<file path="src/rtl/hcsr04_pkg.sv">
// Shared definitions for the multi-channel HC-SR04 scan controller:
// FSM encoding (doubles as the debug display code), default timing and a width helper.
package hcsr04_pkg;

  localparam logic [3:0] DB_INICIAL  = 4'b0000;
  localparam logic [3:0] DB_PREP     = 4'b0001;
  localparam logic [3:0] DB_ENVIA    = 4'b0010;
  localparam logic [3:0] DB_ESPERA   = 4'b0011;
  localparam logic [3:0] DB_MEDE     = 4'b0100;
  localparam logic [3:0] DB_ARMAZENA = 4'b0101;
  localparam logic [3:0] DB_FALHA    = 4'b0110;
  localparam logic [3:0] DB_PROXIMO  = 4'b0111;
  localparam logic [3:0] DB_FINAL    = 4'b1111;

  typedef enum logic [3:0] {
    ST_INICIAL  = DB_INICIAL,
    ST_PREP     = DB_PREP,
    ST_ENVIA    = DB_ENVIA,
    ST_ESPERA   = DB_ESPERA,
    ST_MEDE     = DB_MEDE,
    ST_ARMAZENA = DB_ARMAZENA,
    ST_FALHA    = DB_FALHA,
    ST_PROXIMO  = DB_PROXIMO,
    ST_FINAL    = DB_FINAL
  } state_t;

  // 10 us trigger and 30 ms echo window at 50 MHz
  localparam int TRIG_CYCLES_50M    = 500;
  localparam int TIMEOUT_CYCLES_50M = 1500000;

  function automatic int width_of(input int n);
    return (n <= 1) ? 1 : $clog2(n);
  endfunction

endpackage

</file>
<file path="src/rtl/hcsr04_echo_sync.sv">
// Two-flop synchronizer for one raw echo line coming from a sensor.
module hcsr04_echo_sync (
  input  logic clock,
  input  logic reset,
  input  logic d_i,
  output logic q_o
);

  logic meta_q;
  logic sync_q;

  always_ff @(posedge clock) begin
    if (reset) begin
      meta_q <= 1'b0;
      sync_q <= 1'b0;
    end else begin
      meta_q <= d_i;
      sync_q <= meta_q;
    end
  end

  assign q_o = sync_q;

endmodule

</file>
<file path="src/rtl/hcsr04_scan_ctrl.sv">
// Round-robin HC-SR04 controller: triggers each sensor in turn, times the echo,
// retries missing echoes and reports one result or error per channel.
module hcsr04_scan_ctrl
  import hcsr04_pkg::*;
#(
  parameter int N_CH           = 2,
  parameter int TRIG_CYCLES    = TRIG_CYCLES_50M,
  parameter int TIMEOUT_CYCLES = TIMEOUT_CYCLES_50M,
  parameter int MAX_RETRY      = 3,
  parameter int ECHO_W         = 22,
  parameter int CH_W           = width_of(N_CH)
) (
  input  logic              clock,
  input  logic              reset,
  input  logic              medir,
  input  logic              continuo,
  input  logic [N_CH-1:0]   echo,
  output logic [N_CH-1:0]   trigger,
  output logic [ECHO_W-1:0] medida,
  output logic [CH_W-1:0]   canal,
  output logic              valido,
  output logic              erro,
  output logic              pronto,
  output logic              ocupado,
  output logic [3:0]        db_estado
);

  localparam int TMR_MAX = (TIMEOUT_CYCLES > TRIG_CYCLES) ? TIMEOUT_CYCLES : TRIG_CYCLES;
  localparam int TMR_W   = width_of(TMR_MAX);
  localparam int RTY_W   = width_of(MAX_RETRY + 1);

  localparam logic [TMR_W-1:0]  TMR_TRIG_END = TMR_W'(TRIG_CYCLES - 1);
  localparam logic [TMR_W-1:0]  TMR_TO_END   = TMR_W'(TIMEOUT_CYCLES - 1);
  localparam logic [ECHO_W-1:0] CNT_LIM      = ECHO_W'(TIMEOUT_CYCLES - 1);
  localparam logic [RTY_W-1:0]  RTY_MAX      = RTY_W'(MAX_RETRY);
  localparam logic [CH_W-1:0]   CH_LAST      = CH_W'(N_CH - 1);

  if ((ECHO_W < $clog2(TIMEOUT_CYCLES)) || (N_CH < 1) || (N_CH > 16)) begin : g_param_chk
    $error("hcsr04_scan_ctrl: ECHO_W too narrow for TIMEOUT_CYCLES or N_CH outside 1..16");
  end

  state_t            state_q, state_d;
  logic [CH_W-1:0]   ch_q, ch_d;
  logic [RTY_W-1:0]  rty_q, rty_d;
  logic [TMR_W-1:0]  tmr_q, tmr_d;
  logic [ECHO_W-1:0] cnt_q, cnt_d;
  logic [ECHO_W-1:0] medida_q, medida_d;
  logic [CH_W-1:0]   canal_q, canal_d;
  logic [N_CH-1:0]   trigger_q, trigger_d;
  logic [N_CH-1:0]   echo_s;
  logic              echo_cur;

  for (genvar i = 0; i < N_CH; i++) begin : g_sync
    hcsr04_echo_sync u_sync (
      .clock (clock),
      .reset (reset),
      .d_i   (echo[i]),
      .q_o   (echo_s[i])
    );
  end

  assign echo_cur = echo_s[ch_q];

  always_ff @(posedge clock) begin
    if (reset) begin
      state_q   <= ST_INICIAL;
      ch_q      <= '0;
      rty_q     <= '0;
      tmr_q     <= '0;
      cnt_q     <= '0;
      medida_q  <= '0;
      canal_q   <= '0;
      trigger_q <= '0;
    end else begin
      state_q   <= state_d;
      ch_q      <= ch_d;
      rty_q     <= rty_d;
      tmr_q     <= tmr_d;
      cnt_q     <= cnt_d;
      medida_q  <= medida_d;
      canal_q   <= canal_d;
      trigger_q <= trigger_d;
    end
  end

  always_comb begin
    state_d  = state_q;
    ch_d     = ch_q;
    rty_d    = rty_q;
    tmr_d    = tmr_q;
    cnt_d    = cnt_q;
    medida_d = medida_q;
    canal_d  = canal_q;
    valido   = 1'b0;
    erro     = 1'b0;
    pronto   = 1'b0;

    case (state_q)
      ST_INICIAL: begin
        tmr_d = '0;
        cnt_d = '0;
        ch_d  = '0;
        rty_d = '0;
        if (medir) state_d = ST_PREP;
      end
      ST_PREP: begin
        tmr_d   = '0;
        state_d = ST_ENVIA;
      end
      ST_ENVIA: begin
        if (tmr_q == TMR_TRIG_END) begin
          tmr_d   = '0;
          state_d = ST_ESPERA;
        end else begin
          tmr_d = tmr_q + TMR_W'(1);
        end
      end
      ST_ESPERA: begin
        // The first high cycle is counted here so medida equals the synchronized width.
        if (echo_cur) begin
          tmr_d   = '0;
          cnt_d   = ECHO_W'(1);
          state_d = ST_MEDE;
        end else if (tmr_q == TMR_TO_END) begin
          if (rty_q < RTY_MAX) begin
            rty_d   = rty_q + RTY_W'(1);
            state_d = ST_PREP;
          end else begin
            state_d = ST_FALHA;
          end
        end else begin
          tmr_d = tmr_q + TMR_W'(1);
        end
      end
      ST_MEDE: begin
        if (!echo_cur)            state_d = ST_ARMAZENA;
        else if (cnt_q == CNT_LIM) state_d = ST_FALHA;
        else                      cnt_d   = cnt_q + ECHO_W'(1);
      end
      ST_ARMAZENA: begin
        valido  = 1'b1;
        state_d = ST_PROXIMO;
      end
      ST_FALHA: begin
        erro    = 1'b1;
        state_d = ST_PROXIMO;
      end
      ST_PROXIMO: begin
        rty_d = '0;
        tmr_d = '0;
        cnt_d = '0;
        if (ch_q < CH_LAST) begin
          ch_d    = ch_q + CH_W'(1);
          state_d = ST_PREP;
        end else begin
          state_d = ST_FINAL;
        end
      end
      ST_FINAL: begin
        pronto  = 1'b1;
        ch_d    = '0;
        state_d = continuo ? ST_PREP : ST_INICIAL;
      end
      default: state_d = ST_INICIAL;
    endcase

    // Result registers load on entry so medida/canal are already valid during the pulse.
    if (state_d == ST_ARMAZENA) begin
      medida_d = cnt_q;
      canal_d  = ch_q;
    end else if (state_d == ST_FALHA) begin
      medida_d = '1;
      canal_d  = ch_q;
    end

    trigger_d = '0;
    if (state_d == ST_ENVIA) trigger_d[ch_d] = 1'b1;
  end

  assign trigger   = trigger_q;
  assign medida    = medida_q;
  assign canal     = canal_q;
  assign ocupado   = (state_q != ST_INICIAL);
  assign db_estado = state_q;

endmodule
</file>
<file path="config.mk">
export PLATFORM = sky130hd
export DESIGN_NAME = hcsr04_scan_ctrl
export DESIGN_NICKNAME = d
export VERILOG_FILES = /design/src/rtl/hcsr04_pkg.sv /design/src/rtl/hcsr04_echo_sync.sv /design/src/rtl/hcsr04_scan_ctrl.sv
export SDC_FILE = /design/constraint.sdc
export NUM_CORES = 1
export LEC_CHECK = 0
export CELL_PAD_IN_SITES_DETAIL_PLACEMENT = 1
export CELL_PAD_IN_SITES_GLOBAL_PLACEMENT = 1
export CORE_MARGIN = 5
export CORE_UTILIZATION = 45
export CTS_BUF_LIST = sky130_fd_sc_hd__clkbuf_8
export CTS_CLUSTER_SIZE = 12
export DETAILED_ROUTE_END_ITERATION = 12
export PLACE_DENSITY_LB_ADDON = 0.08
export REMOVE_ABC_BUFFERS = 1
export SETUP_SLACK_MARGIN = 0.15
export SYNTH_ARGS = -nofsm -noshare
export SYNTH_HDL_FRONTEND = slang
export SYNTH_SLANG_ARGS = --single-unit
</file>
<file path="constraint.sdc">
create_clock -name clock -period 6.6 [get_ports clock]
set_input_delay 1.32 -clock clock [delete_from_list [all_inputs] [get_ports clock]]
set_output_delay 1.32 -clock clock [all_outputs]
set_load 0.005 [all_outputs]
</file>
==> results of run 1 <==
worst min path at each step:
stage	from	cells past startpoint	to	slack [ns]
2_1_floorplan	g_sync[0].u_sync.meta_q$_SDFF_PP0_	1	g_sync[0].u_sync.q_o$_SDFF_PP0_	0.41
3_3_place_gp	g_sync[1].u_sync.meta_q$_SDFF_PP0_	1	g_sync[1].u_sync.q_o$_SDFF_PP0_	0.43
3_5_place_dp	g_sync[1].u_sync.meta_q$_SDFF_PP0_	1	g_sync[1].u_sync.q_o$_SDFF_PP0_	0.43
4_1_cts	g_sync[1].u_sync.meta_q$_SDFF_PP0_	1	g_sync[1].u_sync.q_o$_SDFF_PP0_	0.45
5_1_grt	g_sync[1].u_sync.meta_q$_SDFF_PP0_	1	g_sync[1].u_sync.q_o$_SDFF_PP0_	0.48
6_report	g_sync[1].u_sync.meta_q$_SDFF_PP0_	1	g_sync[1].u_sync.q_o$_SDFF_PP0_	0.45
flip-flops by register name, summed over array words and instances (netlist names):
register	cells
medida	22
tmr_q	21
trigger	2
g_sync.u_sync.meta_q	2
canal	1
ch_q	1
g_sync.u_sync.q_o	2
rty_q	2
db_estado	4
cnt_q	22
worst max-delay path, delay by kind of cell:
| kind | cells | cell delay [ns] |
|---|---|---|
| buf+inv | 2 | 1.43 |
| simple gates | 2 | 0.94 |
cell usage in the layout, fill, tap and decap left out, types with 3 or more instances in the layout:
master	synthesis	final
a21oi_1	13	13
a31oi_1	3	3
and2_1	4	4
and3_1	8	8
and4_1	5	5
clkbuf_8	0	9
clkdlybuf4s50_1	0	38
dfxtp_1	79	79
ha_1	3	3
inv_1	4	4
inv_6	0	3
mux2i_1	4	4
nand2_1	28	28
nand3_1	14	14
nand4_1	12	12
nor2_1	53	53
nor2b_1	8	8
nor3_1	10	10
nor4_1	3	3
nor4bb_1	3	3
o21ai_0	10	10
o221a_2	20	20
or2_2	3	3
or3_1	10	10
xnor2_1	9	9
xor2_1	26	26
per-layer routing:
layer | vias up | track usage (%) | part of all wire [%]
met4 | 0 | 4.79 | 1.1
met1 | 1390 | 23.6 | 50
met2 | 45 | 28.6 | 46
met5 | - | 0 | 0
met3 | 11 | 3.86 | 3.2
li1 | 1427 | - | -
power breakdown:
group	leakage, nW	total, W	internal (W)	switching [W]
sequential	0.638	0.000489	0.000482	0.00000671
combinational	0.668	0.0000609	0.0000251	0.0000358
clock	0.0888	0.000338	0.000144	0.000195
total	1.39	0.000888	0.000651	0.000237
per-stage QoR:
| step | area (sq um) | std cells | util [%] | setup WS [ns] | power [W] |
|---|---|---|---|---|---|
| floorplan | 3400 | 360 | - | 3.77 | 0.000535 |
| global placement | 3910 | 500 | 51.2 | 2.90 | 0.000560 |
| detailed placement | 3910 | 500 | 51.2 | 2.83 | 0.000562 |
| CTS | 4100 | 516 | 53.6 | 3.14 | 0.000901 |
| global route | 4100 | 516 | 53.6 | 2.94 | 0.000930 |
| finish | 4100 | 516 | 53.6 | 3.17 | 0.000888 |
kinds of logic (layout without fill, tap and decap cells):
kind of cell,Yosys count,in the layout,synth area share (%)
and+or+nand+nor,175,175,26.7
AOI/OAI and AO/OA,59,59,13.8
xor gates and xnor gates,35,35,8.79
buffers and inverters,22,58,2.83
adders and majority gates,3,3,1.08
DFF,79,79,45.3
muxes,5,5,1.47
layout make-up:
type,instances,area [sq um]
clock inverter,7,61.3
sequential,79,1580
clock buffer,9,124
fill,872,3550
multi-input combinational,277,1810
inverter,4,15.0
tap,102,128
timing repair buffer,38,380
==> results.md, run 1 <==
* CP startpoint: reset
* Slew HR at 19.3%
* TNS Setup at 0 ns
* Nets at 418
* Share of cells above drive strength 1 at 11.6%
* Async set-or-reset flop fraction in the synthesized netlist at 0%
* Post-synthesis cell area at 3490 sq um
* Leakage at 1.39 nW
* Via count at 2873
* GP Congestion at 0.778
* Final Cycle Share at 51.9%
* # rows at 32
* Diode count at 0
* Final setup viols at 0
* CTS tree: done
* Hold Slack at 0.445 ns
* Post-Syn Area per Cell at 9.23 sq um
* Main area contributors after synthesis: dfxtp_1, xor2_1, o221a_2, nor2_1, nand2_1
* Die Y at 98.0 um
* Total CTS buffers at 9
* Power density cells at 217 nW/um^2
* CP max FO at 25
* CP max stage cell: inv_1
* CP Capture Point: tmr_q[9]$_SDFFE_PP0P_
* Crit path launch type: input pin
* GRT Util Overall at 17.6%
* Vias/cell at 5.57
* Starting Density at 45.6%
* Max cap viols at 0
* Die X at 98.0 um
* Grt ovf at 0
* Clk_lat worst skew at 0.35 ns
* I/O pin cnt at 39
* Synth Instances at 378
* VDD IR max at 0.124 mV
* First-pass GRT wire length at 14.0 mm
* Largest net degree at the start of global routing at 26
* Area grow syn2layout at 17.5%
* Yosys warns at 0
* Number of library cell types mapped by synthesis at 49
* I/O Buffers at 38
* PostCTS Resize Cnt at 0
* Bufs on Longest Clock Path at 2
* Clock root cell: clkbuf_8
* Post-synth EDFFs at 0
* Seq/Total Area, Yosys at 45.3%
* Crit path time final at 3.43 ns
* Arrival @ worst endpoint at 3.70 ns
* H-tree depth at 3
* CP Class: input pin to flop
* Setup bufs post-CTS at 0
* DR DRC count at 0
* R2r setup slk at 3.44 ns
* Total wire length at 8.21 mm
* DRT antenna net count at 0
* Initial antenna violation count at 0
* Run status: completed
* Drt pass-1 iters at 5
* Critical Path End Type: flop
* Clk_skew at 0.0139 ns
* Wire per inst at 15.9 um
* Die area at 9610 sq um
* Final hold violation count at 0
* Worst-Margin Slew at 1.21 ns
* RR Endpoint: medida[14]$_SDFFE_PP0P_
* Reg clk slew, reported paths at 0.09 ns
* Area leader, netlist: dfxtp_1
* Flop and latch count out of synthesis at 79
* Top_reg_cell synth: dfxtp_1
* Crit-path max cell delay at 0.75 ns
* Post-DP HPWL at 5.65 mm
* Reg2Reg Depth at 8
* Most frequent cell after synthesis: dfxtp_1
* # hold bufs at CTS at 0
* Number of global-route vias before repair at 2826
* Placeable Area at 7650 sq um
* CP cell instances: clkdlybuf4s50_1 -> inv_1 -> nand2_1 -> nor2_1
* Post-synth top cells: dfxtp_1, nor2_1, nand2_1
* Slew Limit Fails at 0
* Worst hold path class: flop to flop
* WP data required at 6.87 ns
* Initial drt markers at 106
* CTS sink cnt at 79
* Share of the synthesized area in the top cell type at 45.3%
* RSZ-0062 raised after global routing: no
* Origin of the critical flop-to-flop path: tmr_q[0]$_SDFFE_PP0P_
* Highest Clock Rate at 0.292 GHz
Power figures use the tool's default switching activity.
==> run 2: changes to the inputs <==
--- a/config.mk
+++ b/config.mk
@@ -8,7 +8,7 @@
 export CELL_PAD_IN_SITES_DETAIL_PLACEMENT = 1
 export CELL_PAD_IN_SITES_GLOBAL_PLACEMENT = 1
 export CORE_MARGIN = 5
-export CORE_UTILIZATION = 45
+export CORE_UTILIZATION = 40
 export CTS_BUF_LIST = sky130_fd_sc_hd__clkbuf_8
 export CTS_CLUSTER_SIZE = 12
 export DETAILED_ROUTE_END_ITERATION = 12
==> constraint.sdc (replaced) <==
create_clock -name clock -period 2.85 [get_ports clock]
set_input_delay 0.57 -clock clock [delete_from_list [all_inputs] [get_ports clock]]
set_output_delay 0.57 -clock clock [all_outputs]
set_load 0.005 [all_outputs]
==> results.md, run 2 (synthesis results as in run 1) <==
* VDD IR max at 0.243 mV (+97%)
* Placeable Area at 8590 sq um (+12%)
* Total wire length at 8.56 mm (+4.3%)
* Vias/cell at 5.41 (-2.9%)
* Initial drt markers at 81 (-24%)
* Clk_lat worst skew at 0.35 ns (about the same)
* Crit path time final at 2.53 ns
* CP max FO at 8 (-68%)
* Final setup viols at 0 (unchanged)
* Nets at 430 (+2.9%)
* Slew HR at 51.0% (+32 points)
* Bufs on Longest Clock Path at 2 (unchanged)
* Leakage at 1.48 nW (+6.4%)
* Share of cells above drive strength 1 at 14.1% (+2.5 points)
* # rows at 34 (+6.3%)
* Clock root cell: clkbuf_8
* Crit path launch type: flop
* Hold Path Cell Cnt at 1 (unchanged)
* Total CTS buffers at 9 (unchanged)
* Via count at 2887 (+0.49%)
* DRT antenna net count at 0 (unchanged)
* Final Cycle Share at 88.6%
* Initial antenna violation count at 0 (unchanged)
* GP Congestion at 0.800 (+2.9%)
* Worst hold path class: flop to flop
* Commonest non-fill, non-tap cells in the layout: dfxtp_1, nor2_1, clkdlybuf4s50_1
* Die X at 103 um (+5.4%)
* Critical Path End Type: flop
* Slew Limit Fails at 0 (unchanged)
* Arrival @ worst endpoint at 2.82 ns (-0.88 ns)
* TNS Setup at 0 ns (unchanged)
* Wire per inst at 16.0 um (+0.77%)
* Worst-Margin Slew at 0.735 ns (-0.476 ns)
* # hold bufs at CTS at 0 (unchanged)
* PostCTS Resize Cnt at 0 (unchanged)
* RSZ-0062 raised after global routing: yes
* Drt pass-1 iters at 4 (-1)
* Run status: completed
* Post-layout util at 49.3% (-4.3 points)
* Commonest non-fill, non-tap cell in the layout: dfxtp_1
* Diode count at 0 (unchanged)
* Reg clk slew, reported paths at 0.08 ns (about the same)
* Final hold violation count at 0 (unchanged)
* Reg2Reg Depth at 7 (-1)
* Area grow syn2layout at 21.4%
* Highest Clock Rate at 0.396 GHz
* I/O pin cnt at 39 (unchanged)
* DR DRC count at 0 (unchanged)
* CP Class: flop to flop
* Die area at 10700 sq um (+11%)
* R2r setup slk at 0.32 ns (-3.12 ns)
* Starting Density at 40.6% (-5.0 points)
* WP data required at 3.14 ns (-3.73 ns)
* First-pass GRT wire length at 14.7 mm (+5.2%)
* Max cap viols at 0 (unchanged)
* H-tree depth at 3 (unchanged)
* CTS tree: done
* Total chip power at 0.00221 W (+150%)
* Number of global-route vias before repair at 2937 (+3.9%)
* I/O Buffers at 38 (unchanged)
* Grt ovf at 0 (unchanged)
* Setup bufs post-CTS at 0 (unchanged)
* Die Y at 103 um (+5.4%)
* GRT Util Overall at 17.3% (-0.28 points)
* Clk_skew at 0.0138 ns (-0.000135 ns)
* Power density cells at 523 nW/um^2 (+140%)
* Largest net degree at the start of global routing at 25 (-3.8%)
* Post-DP HPWL at 6.08 mm (+7.6%)
* CTS sink cnt at 79 (unchanged)
==> run 2: final cells by class <==
cell class              instances  area, sq um
well taps                     108          135
fillers                      1009         4360
inverters                       4         15.0
clock buffers                  10          138
flip-flops and latches         79         1580
clock inverters                 6         82.6
multi-input cells             277         1810
repair buffers                 50          474
==> run 2: path summary, 6_finish.rpt <==
path / startpoint / to
worst max-delay path: cnt_q[0]$_SDFFE_PP0P_ / cnt_q[21]$_SDFFE_PP0P_
worst min-delay path: g_sync[1].u_sync.meta_q$_SDFF_PP0_ / g_sync[1].u_sync.q_o$_SDFF_PP0_
worst max register to register: cnt_q[0]$_SDFFE_PP0P_ / cnt_q[21]$_SDFFE_PP0P_
worst min register to register: g_sync[1].u_sync.meta_q$_SDFF_PP0_ / g_sync[1].u_sync.q_o$_SDFF_PP0_
==> run 2: layer usage <==
metal  GRT usage (%)  part of all wire (%)  up-vias
li1                -                     -     1442
met1            25.0                    50     1389
met2            25.7                    45       43
met3            2.75                   3.7       13
met4            6.77                   1.7        0
met5               0                     0        -
==> run 2: metrics by stage <==
step	instance area [sq um]	worst slack (ns)	cells	hold WS, ns
detailed placement	4010	0.307	518	0.429
global route	4240	0.132	534	0.473
CTS	4230	0.265	534	0.449
finish	4240	0.324	534	0.447
floorplan	3400	0.338	360	0.414
global placement	4010	0.407	518	0.418
==> run 2: critical path, cell delays in order, from the launching register on <==
cell and delay (ns):
dfxtp_1 0.35, ha_1 0.23, and3_1 0.22, and4_1 0.18, a211oi_1 0.43, o2111ai_1 0.43
or4_1 0.55, nand2_1 0.09
==> run 2: power by group <==
group          switching (W)  total [W]  internal [W]
Combinational      0.0000861   0.000153     0.0000667
Sequential         0.0000158    0.00113       0.00112
Clock               0.000413   0.000928      0.000515
==> run 3: changes to the inputs <==
--- a/config.mk
+++ b/config.mk
@@ -5,6 +5,7 @@
 export SDC_FILE = /design/constraint.sdc
 export NUM_CORES = 1
 export LEC_CHECK = 0
+export ABC_CLOCK_PERIOD_IN_PS = 2850
 export CELL_PAD_IN_SITES_DETAIL_PLACEMENT = 1
 export CELL_PAD_IN_SITES_GLOBAL_PLACEMENT = 1
 export CORE_MARGIN = 5
==> results of run 3 <==
The final DEF is identical to that of run 2; final timing and power are the same.
==> patch 1: new RTL, flow settings as in run 3 <==
`ECHO_W`: 22 -> 26.
--- a/src/rtl/hcsr04_scan_ctrl.sv
+++ b/src/rtl/hcsr04_scan_ctrl.sv
@@ -9,3 +9,3 @@
   parameter int MAX_RETRY      = 3,
-  parameter int ECHO_W         = 22,
+  parameter int ECHO_W         = 26,
   parameter int CH_W           = width_of(N_CH)
Interface: changed (resized medida); port bits go from 39 to 43. No check against the original RTL was run, so the function may have changed too.
==> patch 1 against run 3 <==
Total power rose by 5.1%; critical path depth fell by 1; die area rose by 9.1%; sequential power rose by 9.7%; global-route usage rose by 0.17 points; sequential cell count rose by 8; worst setup slack got worse by 0.090 ns; maximum frequency fell by 3.4%; synthesized area rose by 10%; design area rose by 13%; wire length rose by 14%; largest cell class unchanged.
==> patch 1: results (changes against run 3) <==
Status
  • Outcome: complete, no violations

STA
  • Final setup violating endpoints: 0 (unchanged)
  • Clock Skews: 0.0125 ns (-0.00127 ns)
  • Pins Over Slew Limit: 0 (unchanged)
  • Slew HR: 0.559 (+0.0496)

Logic synthesis
  • YS warnings: 0 (unchanged)
  • Yosys cell types: 51 (+4.1%)
  • Synth top area cells: dfxtp_1, xor2_1, o221a_1
  • Top cells by count, synth: dfxtp_1, nor2_1, xor2_1
  • Seq/Total Area, Yosys: 0.453 (about the same)
  • Share of flip-flops with an asynchronous set or reset: 0 (unchanged)
  • Ys flop type: dfxtp_1
  • Post-synth EDFFs: 0 (unchanged)

Global routing
  • Vias in the first global route: 3,347 (+14%)
  • Largest net degree at the start of global routing: 31 (+24%)
  • First-pass GRT wire length: 16,500 um (+12%)
  • Antenna violations before repair: 0 (unchanged)
  • Total track usage: 0.175 (+0.00169)

Route
  • Drt first pass iters: 4 (unchanged)
  • Routed len/inst: 16.2 um (+1.4%)
  • Starting DRT DRC Count: 98 (+21%)
  • Vias per cell: 5.44 (+0.63%)

Finish
  • Fraction of layout cells with a size suffix above 1: 0.118 (-0.0225)
  • Diodes inserted: 0 (unchanged)
  • Layout fillers: 1,092 (+8.2%)
  • Final net count: 478 (+11%)

Placement
  • Hpwl dp: 6910 um (+14%)
  • Number of port buffers: 42 (+11%)
  • GP Congestion: 0.766 (-4.2%)

Clock tree
  • Clk slew on worst S/H paths: 0.09 ns
  • CTS tree: built
  • Post-CTS resize count: 2 (+2)
  • Maximum buffer depth of the clock tree: 2 (unchanged)
  • H-tree depth: 3 (unchanged)
  • TritonCTS buffer count: 9 (unchanged)
  • Setup Buffers After CTS: 0 (unchanged)

Worst setup path
  • Crit-path leading delay family: simple AND/OR/NAND/NOR gates
  • CP arrival: 2.91 ns (+0.09 ns)
  • CP max stage cell: or4_4
  • FF-to-FF setup slack: 0.23 ns (-0.09 ns)
  • Reg2reg path depth: 6 (-1)
  • Crit Path Max Fanout: 3 (-5)
  • R2r endpoint: trigger[0]$_SDFF_PP0_
  • Crit Reg-Reg Startpoint: cnt_q[19]$_SDFFE_PP0P_
  • Crit path largest cell delay: 0.54 ns

Pwr
  • Maximum vdd drop: 269 uV (+11%)
  • Lkg Pwr: 1.62 nW (+9.4%)

Min path
  • Worst Hold Class: flip-flop to flip-flop
patch 1: cell count changes in the layout (fill, tap and decap cells not counted), moves of 5 or more:
| cell | change |
|---|---|
| o221a_1 | +24 |
| o221a_2 | -20 |
| nand4_1 | +13 |
| nor2_1 | +11 |
| buf_4 | +9 |
| xor2_1 | +9 |
| dfxtp_1 | +8 |
| nand3_1 | +6 |
| o21ai_0 | -6 |
| nand2_1 | -5 |
| or3_1 | -5 |
patch 1: layout make-up:
cell class / count / area [sq um] / share of cell area
Timing Repair Buffer: 63 / 591 / 0.124
Sequential cell: 87 / 1740 / 0.365
Inverter: 9 / 33.8 / 0.00708
Tap cell: 129 / 161 / 0.0338
Clock inverter: 4 / 55.1 / 0.0115
Multi-Input combinational cell: 299 / 2040 / 0.427
Clock buffer: 11 / 151 / 0.0317
patch 1: worst min path at each step:
stage                                        from                              end  slack, ns
4_1_cts        g_sync[1].u_sync.meta_q$_SDFF_PP0_  g_sync[1].u_sync.q_o$_SDFF_PP0_       0.45
6_report       g_sync[1].u_sync.meta_q$_SDFF_PP0_  g_sync[1].u_sync.q_o$_SDFF_PP0_       0.44
2_1_floorplan  g_sync[0].u_sync.meta_q$_SDFF_PP0_  g_sync[0].u_sync.q_o$_SDFF_PP0_       0.41
3_5_place_dp   g_sync[1].u_sync.meta_q$_SDFF_PP0_  g_sync[1].u_sync.q_o$_SDFF_PP0_       0.43
5_1_grt        g_sync[1].u_sync.meta_q$_SDFF_PP0_  g_sync[1].u_sync.q_o$_SDFF_PP0_       0.48
3_3_place_gp   g_sync[1].u_sync.meta_q$_SDFF_PP0_  g_sync[1].u_sync.q_o$_SDFF_PP0_       0.42
patch 1: per-layer routing:
layer	routed length [um]	share of wire	global-route usage
met1	4430	0.45	0.214
met2	4970	0.51	0.312
met3	261	0.027	0.0352
met4	124	0.013	0.0478
met5	0	0	0
patch 1: cells by family after synthesis:
group                    synth area share
buffers and inverters              0.0322
multiplexers                       0.0134
adder cells (fa/ha/maj)           0.00977
flip-flops                          0.453
AO/OA/AOI/OAI                       0.131
XOR/XNOR                           0.0980
AND/OR/NAND/NOR                     0.263
patch 1: through the flow:
| step | hold slack (ns) | instances | setup slack, ns | area (sq um) |
|---|---|---|---|---|
| finish | 0.443 | 602 | 0.234 | 4770 |
| floorplan | 0.414 | 394 | 0.307 | 3750 |
| global placement | 0.417 | 582 | 0.243 | 4470 |
| global route | 0.481 | 602 | 0.0570 | 4770 |
| CTS | 0.446 | 597 | 0.199 | 4700 |
| detailed placement | 0.427 | 582 | 0.168 | 4470 |
patch 1: report_power, final:
part | switching, mW | internal, mW
clock | 0.448 | 0.452
combinational | 0.100 | 0.0845
sequential | 0.0132 | 1.23
==> patch 2: new RTL, flow settings as in run 3 <==
Made on the original files. `ch_q` no longer has a reset.
--- a/src/rtl/hcsr04_scan_ctrl.sv
+++ b/src/rtl/hcsr04_scan_ctrl.sv
@@ -66,3 +66,2 @@
       state_q   <= ST_INICIAL;
-      ch_q      <= '0;
       rty_q     <= '0;
@@ -75,3 +74,2 @@
       state_q   <= state_d;
-      ch_q      <= ch_d;
       rty_q     <= rty_d;
@@ -83,2 +81,6 @@
     end
+  end
+
+  always_ff @(posedge clock) begin
+    ch_q <= ch_d;
   end
Formal check against the unedited RTL: same outputs for any inputs over 10 cycles, from zero or initial values and one cycle with reset high; that may be too few to reach the edited logic, so the function may still have changed.
==> patch 2 against run 3 <==
Maximum frequency is 0.14% higher; sequential cell count unchanged; clock power fell by 7.9%; combinational power shrank 8%; sequential share of layout area decreased by 0.74 points; wire length up 11%; worst setup slack better by 0.0034 ns; clock skew fell by 0.0057 ns; design area rose by 1.9%; total power decreased by 4.0%; synthesized cell count rose by 1.9%; synthesized area rose by 3.1%; critical path type is now flip-flop to primary output; largest cell class unchanged.
==> patch 2: results (changes against run 3) <==
STA
  • Slew HR: 0.482 (-0.0280)
  • Clock Skews: 0.00806 ns (-0.00571 ns)
  • Fin Setup TNS: 0 ns (unchanged)

Logic synthesis
  • Seq/Total Area, Yosys: 0.440 (-0.0136)
  • Share of flip-flops with an asynchronous set or reset: 0 (unchanged)
  • Top cells by count, synth: dfxtp_1, nor2_1, nand2_1
  • Mapped Cells: 385 (+1.9%)
  • YS warnings: 0 (unchanged)
  • Yosys cell types: 56 (+14%)
  • Synth top area cells: dfxtp_1, o221a_1, xor2_1

Worst setup path
  • Crit path largest cell delay: 0.56 ns
  • FF-to-FF setup slack: 0.35 ns (+0.03 ns)
  • CP max stage cell: dfxtp_1
  • Crit Path Max Fanout: 11 (+3)

Pwr
  • Lkg Pwr: 1.48 nW (-0.55%)
  • Maximum vdd drop: 245 uV (+0.78%)

Finish
  • Fraction of layout cells with a size suffix above 1: 0.0949 (-0.0459)
  • Diodes inserted: 0 (unchanged)
  • Final net count: 437 (+1.6%)
  • Layout fillers: 1,006 (-0.30%)

Route
  • Final WL: 9530 um (+11%)
  • Vias: 3,058 (+5.9%)
  • Starting DRT DRC Count: 89 (+9.9%)
  • Drt first pass iters: 4 (unchanged)
  • Routed len/inst: 17.7 um (+10%)

Placement
  • Number of port buffers: 38 (unchanged)
  • Placed instance count: 525 (+1.4%)
  • GP Congestion: 0.874 (+9.2%)
  • Hpwl dp: 6710 um (+10%)

Clock tree
  • H-tree depth: 3 (unchanged)
  • Clk Latency, worst-skew pair: 0.35 ns (about the same)
  • Clk Tree Root Cell: clkbuf_8
  • TritonCTS buffer count: 9 (unchanged)
  • Maximum buffer depth of the clock tree: 2 (unchanged)
  • Clk slew on worst S/H paths: 0.09 ns
  • Setup Buffers After CTS: 0 (unchanged)

Status
  • Outcome: complete, no violations

Global routing
  • Total track usage: 0.179 (+0.00565)
  • Largest net degree at the start of global routing: 24 (-4.0%)
  • Vias in the first global route: 3,242 (+10%)
  • Antenna violations before repair: 0 (unchanged)
  • First-pass GRT wire length: 16,300 um (+11%)

Min path
  • Worst Hold Class: flip-flop to flip-flop
[patch 2: cell count changes in the layout (fill, tap and decap cells not counted), sizes merged, moves of 4 or more]
cell | run 3 | this run
xnor2 | 9 | 5
o211ai | 1 | 12
nor3 | 10 | 4
inv | 6 | 11
[patch 2: stage by stage]
step / cell area (sq um) / hold WS (ns) / setup slack, ns
after floorplan: 3510 / 0.414 / 0.422
after global placement: 4120 / 0.421 / 0.401
after detailed placement: 4120 / 0.434 / 0.315
after CTS: 4310 / 0.455 / 0.269
after global routing: 4320 / 0.461 / 0.176
final: 4320 / 0.447 / 0.328
[patch 2: critical path: cells and delay by family, from the launching register on]
family / cells / cell delay (ns)
and+or+nand+nor: 2 / 0.53
DFF: 1 / 0.56
buffers and inverters: 1 / 0.51
[patch 2: what timing repair did]
item,in CTS,in global routing
endpoints found under the setup margin,0,22
gates resized for setup,0,1
hold endpoints to repair,0,0
[patch 2: power breakdown]
| part | switching (mW) | total [mW] | leakage [nW] | internal, mW |
|---|---|---|---|---|
| Combinational | 0.0819 | 0.140 | 0.751 | 0.0579 |
| Sequential | 0.0152 | 1.13 | 0.638 | 1.11 |
| Clock | 0.449 | 0.855 | 0.0883 | 0.406 |
| Total | 0.546 | 2.12 | 1.48 | 1.58 |
[patch 2: path summary, 6_finish.rpt]
path              depth (start not counted)                              end                          startpoint
hold / removal                            1  g_sync[1].u_sync.q_o$_SDFF_PP0_  g_sync[1].u_sync.meta_q$_SDFF_PP0_
hold reg to reg                           1  g_sync[1].u_sync.q_o$_SDFF_PP0_  g_sync[1].u_sync.meta_q$_SDFF_PP0_
setup reg to reg                          8               canal$_SDFFE_PP0P_               tmr_q[0]$_SDFFE_PP0P_
setup / recovery                          3                           pronto             db_estado[1]$_SDFF_PP0_
[patch 2: cell type report]
class,count,share of cell area
Multi-Input combinational cell,277,0.437
Sequential cell,79,0.366
Timing Repair Buffer,51,0.112
Tap cell,108,0.0313
Clock buffer,9,0.0287
Clock inverter,6,0.0162
Inverter,10,0.00869
[patch 2: per-layer routing]
metal,global-route usage,wire length (um),up-vias
met2,0.302,4700,55
li1,-,-,1505
met5,0,0,-
met3,0.0401,319,12
met4,0.0457,147,0
met1,0.231,4370,1486
[patch 2: kinds of logic after synthesis]
| family | synth area share |
|---|---|
| AO/OA/AOI/OAI | 0.179 |
| XOR/XNOR | 0.0755 |
| adder cells (fa/ha/maj) | 0.0104 |
| buffers and inverters | 0.0351 |
| flip-flops | 0.440 |
| multiplexers | 0.0174 |
| AND/OR/NAND/NOR | 0.243 |
